## config.mk

```make
export PLATFORM = sky130hd
export DESIGN_NAME = alu_result_fifo
export DESIGN_NICKNAME = d
export VERILOG_FILES = /design/src/rtl/alu_result_fifo.sv
export SDC_FILE = /design/constraint.sdc
export NUM_CORES = 1
export LEC_CHECK = 0
export CORE_AREA = 5 5 120 122
export CTS_CLUSTER_DIAMETER = 60
export DETAILED_ROUTE_END_ITERATION = 8
export DIE_AREA = 0 0 125 127
export PLACE_DENSITY_LB_ADDON = 0.05
export SKIP_CTS_REPAIR_TIMING = 1
export SLEW_MARGIN = 20
export SYNTH_ARGS = -nofsm -noshare
export SYNTH_HDL_FRONTEND = slang
export SYNTH_SLANG_ARGS = --single-unit
```

## constraint.sdc

```tcl
create_clock -name clk -period 4.3 [get_ports clk]
set_input_delay 0.645 -clock clk [delete_from_list [all_inputs] [get_ports clk]]
set_output_delay 0.645 -clock clk [all_outputs]
set_load 0.005 [all_outputs]
```

## src/rtl/alu_result_fifo.sv

```systemverilog
// alu_result_fifo: first-word-fall-through FIFO for ALU result/op-code pairs.
// Holds DEPTH entries of {op, y}, exposes the head combinationally, and keeps
// a saturating count of cycles in which a producer was refused.
// Optional zero/negative head flags are built only when ALU_RESULT_FLAGS_EN
// is defined; otherwise out_zero and out_neg are constant 0.
module alu_result_fifo #(
  parameter int DEPTH = 4,
  parameter int CW    = $clog2(DEPTH) + 1
) (
  input  logic          clk,
  input  logic          rst,
  input  logic          in_valid,
  output logic          in_ready,
  input  logic [31:0]   in_y,
  input  logic [2:0]    in_op,
  output logic          out_valid,
  input  logic          out_ready,
  output logic [31:0]   out_y,
  output logic [2:0]    out_op,
  output logic          out_zero,
  output logic          out_neg,
  output logic [CW-1:0] count,
  output logic [7:0]    stall_cnt
);

  localparam int            AW   = $clog2(DEPTH);
  localparam logic [AW-1:0] LAST = AW'(DEPTH - 1);
  localparam logic [CW-1:0] FULL = CW'(DEPTH);

  // Each entry is {op, y}; no reset on the array, stale data is never visible.
  logic [34:0]   mem [DEPTH];
  logic [AW-1:0] wr_ptr;
  logic [AW-1:0] rd_ptr;
  logic          push;
  logic          pop;
  logic [34:0]   head;

  // A full FIFO refuses a push even when the head is popped in the same cycle.
  assign in_ready  = (count != FULL);
  assign out_valid = (count != '0);
  assign push      = in_valid && in_ready;
  assign pop       = out_valid && out_ready;
  assign head      = mem[rd_ptr];

  // Write accepted entries at the tail; reset cycles discard the push.
  always_ff @(posedge clk) begin
    if (push && !rst) begin
      mem[wr_ptr] <= {in_op, in_y};
    end
  end

  // Pointer and occupancy bookkeeping; pointers wrap from DEPTH-1 to 0.
  always_ff @(posedge clk) begin
    if (rst) begin
      wr_ptr <= '0;
      rd_ptr <= '0;
      count  <= '0;
    end else begin
      if (push) begin
        wr_ptr <= (wr_ptr == LAST) ? '0 : wr_ptr + 1'b1;
      end
      if (pop) begin
        rd_ptr <= (rd_ptr == LAST) ? '0 : rd_ptr + 1'b1;
      end
      unique case ({push, pop})
        2'b10:   count <= count + 1'b1;
        2'b01:   count <= count - 1'b1;
        default: count <= count;
      endcase
    end
  end

  // Count refused push attempts, holding at 255.
  always_ff @(posedge clk) begin
    if (rst) begin
      stall_cnt <= '0;
    end else if (in_valid && !in_ready && (stall_cnt != '1)) begin
      stall_cnt <= stall_cnt + 1'b1;
    end
  end

  // Head presentation, forced to zero while the FIFO is empty.
  always_comb begin
    out_y  = '0;
    out_op = '0;
    if (out_valid) begin
      out_y  = head[31:0];
      out_op = head[34:32];
    end
  end

`ifdef ALU_RESULT_FLAGS_EN
  // Head status flags, qualified by out_valid.
  always_comb begin
    out_zero = out_valid && (out_y == '0);
    out_neg  = out_valid && out_y[31];
  end
`else
  assign out_zero = 1'b0;
  assign out_neg  = 1'b0;
`endif

endmodule

```

Word-level counts from Yosys, hierarchy flattened:

Memories as Yosys holds them, arrays and structs flattened. A register that Yosys moved wholly into a read port is not among the register bits.
Index checks and enable logic that the tools add are counted.

* register bits: 15
* memory bits (writable): 140
* memories kept: 1
* logic and storage cells: 34
* bits in read-only memories: 0
* latch bits: 0

* add/subtract/negate cells: 5
* magnitude comparators: 0
* equality and inequality tests: 6
* bitwise operators: 0
* reductions and logical operators: 9
* div/mod/pow operators: 0
* multiply operators: 0
* shifts and indexed selects: 0
* mux-type cells: 9

Memories
* mem: depth 4, width 35, rd ports 1, clocked after Yosys merged registers in 1, wr ports 1, line 31 `logic [34:0] mem [DEPTH];`

Operator list (number)
* 32-bit 2-to-1 mux: 1
* 8-bit by 1-bit adder with 8-bit output, second input constant: 1
* 2-bit 2-to-1 mux: 4
* 8-bit inequality test, second input constant: 1
* 2-bit equality test, second input constant: 3
* 3-bit case mux with 2 select lines: 1
* 1-bit logical AND: 5
* 2-bit by 1-bit adder with 2-bit output, second input constant: 2
* 3-bit by 1-bit adder with 3-bit output, second input constant: 1
* 3-bit 2-to-1 mux: 1
* 3-bit inequality test, second input constant: 1
* 3-bit nonzero test: 1
* 3-bit by 1-bit subtractor with 3-bit output, second input constant: 1
* 2-bit by 1-bit equality test with 1-bit output, second input constant: 1
* 1-bit logical NOT: 2
* 1-bit 2-to-1 mux: 2
* 2-bit nonzero test: 1

Depth between registers and ports, before layout:

Gate-level depths: netlist (run 1).

* depth after elaboration: 5
* gate-level depth with buffers: 10
* mapped depth without buffers: 9

Worst setup path after synthesis (run 1):

Ideal clock, no wire load.

* path type: input to register
* start point: input rst
* end point: memory mem[0][0] (enable)
* arrival time: 3657 ps
* slack: 165 ps
* data required time: 3822 ps
* stages on the path: 3
* cells stage by stage: buf_2 > buf_1 > nor3b_1

* word-level cells in the longest chain between the ends: 4

RTL lines
* from (decl): line 11 `input logic rst,`
* 1-bit logical NOT: line 47 `if (push && !rst) begin`
* 1-bit logical AND: line 47
* 1-bit 2-to-1 mux: line 47
* 1-bit 2-to-1 mux (implied by the code): line 48 `mem[wr_ptr] <= {in_op, in_y};`
* to (decl): line 31

No other way between the ends.

==> impl_metrics.ini, run 1 <==
[run_status]
outcome = complete, no violations

[cts]
path_clk_slew_ps = 60
clock_path_buffers = 2
clockRootBuffer = clkbuf_16
cts_htree_levels = 4
clock_latency_ps = 410
cts_tree = built
cts_made_buffers = 17
cts_sinks = 157

[pwr]
p_seq_frac = 0.408
comb_power_share = 0.263
leakage_nw = 2.61
p_sw_frac = 0.249
p_sw_w = 0.00113
power_w = 0.00452
irDropWorstVdd_uv = 311
power.density_nw_per_um2 = 565
p_int_w = 0.00340
power.share.clock = 0.329

[synth]
ys_ff_latch = 157
synth-edff-count = 140
synthMuxAreaShare = 0.135
synth_fa_ha_area_frac = 0.0169
synth_top_family_by_area = multiplexers
synth.cell_area_um2 = 6370
ys.flop_type = edfxtp_1
synth.avg_cell_area_um2 = 19.4
synth.distinct_cells = 48
synthCells = 329
ys_seq_area_frac = 0.714
synth-simple-area-share = 0.0788
synthXorXnorAreaFrac = 0.00275
ys_async_sr_fraction = 0
synth-compound-area-share = 0.0230
ys_warn_count = 0

[sta]
rsz0062_at_grt = false
fin_skew_ps = 7.04
slew_headroom = 0.379
fin_crit_ps = 3180
setup_violations = 0
fin_crit_sh = 0.739
slew_viol_final = 0
fmax_mhz = 315
hold_viol = 0
tns_ps = 0
worstMarginPinSlew_ps = 931

[worst_setup_path]
worst_ep_arrival_time_ps = 2530
critPathLaunchType = flip-flop
cp.required_ps = 3650
r2r_setup_slack_ps = 1850
crit_fanout = 24
regToRegEndpoint = count[2]
end_kind = output port
critPathKind = reg -> out
r2r_start = count[2]
worst-r2r-cell-count = 9

[global_routing]
grt_usage = 0.145
grt_pass1_wl_um = 17700
antenna_found_initial = 0
grt_max_degree = 36
grt_overflow = 0
grt_pass1_vias = 3328

[hold_path]
min_path_type = reg -> reg
min_path_cells = 2
min_from = rd_ptr[0]

[place]
gp_congestion = 0.742
dp_hpwl_um = 6730
port_buffers = 86
dp_cells = 583

[floorplan]
ios = 89
die-area_um2 = 15900
die_y_um = 127
row_count = 42
core_area_um2 = 13100
initial_core_util = 0.487
die_x_um = 125

[route]
route.detailed.drc = 0
drt_wl_total_um = 11100
first_iter_violations = 172
ant_nets = 0
vias_per_cell = 5.17
routedWlPerCell_um = 18.0
first_pass_iters = 4
vias = 3181

[cells_and_area]
fill_cells = 991
antenna-diode-count = 0
fin_nets = 473
multi_input_area_um2 = 1660
final_core_util = 0.611
drive_gt1_frac = 0.196
final-seq-area_um2 = 4550
stdcell_count = 615
syn_to_final_growth_pct = 25.7

[job]
cap_violations = 0
## layer usage
layer | global-route usage | wire length, um | part of all wire
met1 | 0.186 | 5040 | 0.46
met2 | 0.239 | 5440 | 0.49
met3 | 0.0463 | 451 | 0.041
met4 | 0.0459 | 134 | 0.012
met5 | 0 | 0 | 0
## flip-flops by register name, summed over array words and instances, names as in the netlist, named ones only
name	count
rd_ptr	2
stall_cnt	8
wr_ptr	2
mem	140
count	3
## critical path, cell delays in order (launching register included)
cell and delay, ps:
dfxtp_2 610, buf_12 280, mux4_1 610, nor2b_1 150, clkdlybuf4s50_1 450
## through the flow
stage	instance area (um^2)	worst slack (ps)	hold WS, ps
floorplan	6370	165	463
CTS	8000	1020	494
finish	8000	1120	488
detailed placement	7410	1470	485
global route	8000	920	511
global placement	7410	1490	472
## cells by family (layout without fill, tap and decap cells)
| family | count (synthesis) | after routing |
|---|---|---|
| AO/OA/AOI/OAI | 20 | 20 |
| XOR/XNOR | 2 | 2 |
| adder cells (fa/ha/maj) | 8 | 8 |
| buffers and inverters | 28 | 137 |
| flip-flops | 157 | 157 |
| multiplexers | 40 | 40 |
| other | 1 | 2 |
| AND/OR/NAND/NOR | 73 | 73 |
## how the worst max path moves through the flow
stage / slack [ps] / endpoint / startpoint / cells past startpoint
floorplan: 160 / mem[0][0] / rst / 3
global placement: 1490 / out_y[0] / flip-flop / 4
detailed placement: 1470 / out_y[10] / count[0] / 4
CTS: 1020 / out_y[10] / count[0] / 4
global route: 920 / out_y[10] / count[0] / 4
finish: 1120 / out_y[0] / flip-flop / 4
## synthesized netlist by cell type (2+ instances only)
| library cell | number | area [um^2] |
|---|---|---|
| a211oi_1 | 3 | 22.5 |
| a21oi_1 | 5 | 25.0 |
| a31oi_1 | 3 | 18.8 |
| and3_1 | 2 | 12.5 |
| buf_12 | 3 | 60.1 |
| buf_2 | 9 | 45.0 |
| buf_4 | 3 | 22.5 |
| dfxtp_1 | 17 | 340 |
| edfxtp_1 | 140 | 4200 |
| ha_1 | 7 | 87.6 |
| inv_1 | 9 | 33.8 |
| mux2_1 | 3 | 33.8 |
| mux2i_1 | 2 | 20.0 |
| mux4_1 | 5 | 131 |
| mux4_2 | 30 | 676 |
| nand2_1 | 2 | 7.51 |
| nand2b_1 | 2 | 12.5 |
| nand3_1 | 3 | 15.0 |
| nor2_1 | 7 | 26.3 |
| nor2b_1 | 36 | 225 |
| nor2b_4 | 3 | 41.3 |
| nor3b_1 | 5 | 37.5 |
| o21ai_0 | 3 | 15.0 |
| or3_1 | 2 | 12.5 |
| xor2_1 | 2 | 17.5 |
## power groups by stage
stage	Combinational [W]	Sequential [W]	Clock [W]
after floorplan	0.000705	0.00182	0
after global routing	0.00130	0.00186	0.00159
after detailed placement	0.00122	0.00188	0
after CTS	0.00123	0.00185	0.00152
final	0.00119	0.00184	0.00149
after global placement	0.00121	0.00188	0
## final cells by class
cell class / count / area share
Inverter: 10 / 0.00469
Timing Repair Buffer: 95 / 0.118
Clock inverter: 11 / 0.0180
Sequential cell: 157 / 0.568
Clock buffer: 21 / 0.0563
Tap cell: 176 / 0.0275
Multi-Input combinational cell: 145 / 0.208
## cells in the final DEF, fill, tap and decap left out, types with 2 or more instances in the layout
master           synthesis  layout
clkdlybuf4s50_1          0      86
nand2b_1                 2       2
edfxtp_1               140     140
nor2_1                   7       7
dfxtp_2                  0       2
mux2_1                   3       3
and3_1                   2       2
or3_1                    2       2
a211oi_1                 3       3
nor2b_4                  3       3
clkbuf_1                 0       3
mux2i_1                  2       2
a31oi_1                  3       3
nand2_1                  2       2
clkinv_2                 0       4
conb_1                   1       2
nor3b_2                  1       5
a21oi_1                  5       5
buf_4                    3       8
clkbuf_16                0      17
o21ai_0                  3       3
mux4_1                   5       5
mux4_2                  30      30
nand3_1                  3       3
dfxtp_1                 17      15
inv_1                    9       9
ha_1                     7       7
clkinv_4                 0       3
nor2b_1                 36      36
bufinv_16                0       3
xor2_1                   2       2
Note: power is estimated with default switching activity, not from simulation.
==> run 2, diff against run 1 <==
CORE_AREA = 5 5 115 117   (was 5 5 120 122)
DIE_AREA = 0 0 120 122   (was 0 0 125 127)
clock period = 3.1 ns   (was 4.3 ns; I/O delays follow)
==> run 2 against run 1 <==
Effect of this change:
- utilization increased by 3.7 points
- design area is 0.66% lower
- global-route usage is 2.3 points higher
- count of clock-buffer cells in the layout increased by 2
- cell count down 4.2%
- setup slack worse by 730 ps
- largest power group unchanged
==> impl_metrics.ini, run 2 (synthesized netlist as in run 1, its figures left out) <==
[place]
dp_hpwl_um = 6700
place_worst_setup_slack_ps = 528
port_buffers = 86
dpl-instance-area_um2 = 7410
gp_congestion = 0.766

[job]
cap_violations = 0

[worst_setup_path]
crit_fanout = 26
critPathKind = reg -> out
cp.required_ps = 2630
r2r_start = count[2]
worst_ep_arrival_time_ps = 2240
critPathLaunchType = flip-flop
end_kind = output port

[sta]
fin_crit_sh = 0.873
slew_viol_final = 0
slew_headroom = 0.634
hold_viol = 0
setup_violations = 0
fin_skew_ps = 5.90
fin_crit_ps = 2710
worstMarginPinSlew_ps = 547
fmax_mhz = 369
tns_ps = 0
worst_slack_ps = 392
timing.hold.ws_ps = 492
rsz0062_at_grt = false

[cells_and_area]
reg_top3 = mem x140, stall_cnt x8, count x3
layout_common_cells = edfxtp_1 (140), clkdlybuf4s50_1 (86), nor2b_1 (36)
final_core_util = 0.648
fin_nets = 473
largest_reg_flops = 140
fin_area_um2 = 7950
drive_gt1_frac = 0.182
antenna-diode-count = 0
syn_to_final_growth_pct = 24.8
largest-register = mem
final_common_cell = edfxtp_1

[floorplan]
initial_core_util = 0.519
die_y_um = 122
die-area_um2 = 14600
row_count = 41
core_area_um2 = 12300
ios = 89
die_x_um = 120

[cts]
cts_made_buffers = 17
path_clk_slew_ps = 60
cts_sinks = 157
clock_latency_ps = 410
cts_tree = built
clock_path_buffers = 2
cts_htree_levels = 4
clockRootBuffer = clkbuf_16

[global_routing]
antenna_found_initial = 0
grt_pass1_vias = 3452
grt_overflow = 0
grt_usage = 0.168
grt_max_degree = 37
grt_pass1_wl_um = 18300

[route]
first_pass_iters = 4
ant_nets = 0
route.detailed.drc = 0
first_iter_violations = 144
vias_per_cell = 5.53
routedWlPerCell_um = 19.6
drt_wl_total_um = 11500
vias = 3257

[run_status]
outcome = complete, no violations

[pwr]
leakage_nw = 2.59
power.density_nw_per_um2 = 776
irDropWorstVdd_uv = 474

[hold_path]
min_from = rd_ptr[0]
min_path_type = reg -> reg
-- run 2: cell types whose count changed in the layout (fill, tap and decap cells not counted), sizes merged --
cell      previous run  this run
clkbuf              21        23
clkinvlp             1         0
bufinv               3         2
-- run 2: cell type report --
cell class / count / area, um^2
Sequential cell: 157 / 4550
Fill cell: 878 / 4310
Multi-Input combinational cell: 145 / 1670
Timing Repair Buffer: 95 / 966
Clock buffer: 23 / 448
Tap cell: 150 / 188
Clock inverter: 9 / 95.1
Inverter: 10 / 37.5
-- run 2: path summary, 6_finish.rpt --
| check | end | slack, ps | cells past startpoint |
|---|---|---|---|
| max reg2reg | count[2] | 630 | 9 |
| max | out_y[31] | 390 | 4 |
| min | flip-flop | 490 | 2 |
| min reg2reg | flip-flop | 490 | 2 |
-- run 2: power breakdown --
group	internal, W	switching, W
combinational	0.00101	0.000723
sequential	0.00243	0.0000837
clock	0.00117	0.000746
-- run 2: worst max-delay path, stage by stage, from the launching register on --
cell	delay (ps)
dfxtp_2	350
buf_12	240
mux4_1	600
nor2b_1	160
clkdlybuf4s50_1	480
-- run 2: metal layers --
layer	vias to the layer above	part of all wire	GRT usage
met3	11	0.051	0.0622
met4	0	0.012	0.0515
met5	-	0	0
met2	80	0.49	0.271
met1	1665	0.45	0.215
li1	1501	-	-
-- run 2: per-stage QoR --
step	power (W)	std cells
after floorplan	0.00351	330
after global placement	0.00431	557
after detailed placement	0.00433	557
after CTS	0.00626	589
after global routing	0.00647	589
final	0.00617	589
==> run 3, diff against run 2 <==
HOLD_SLACK_MARGIN = 0.08   (was default)
==> results of run 3 <==
Final layout, timing and power as in run 2 (identical DEF).
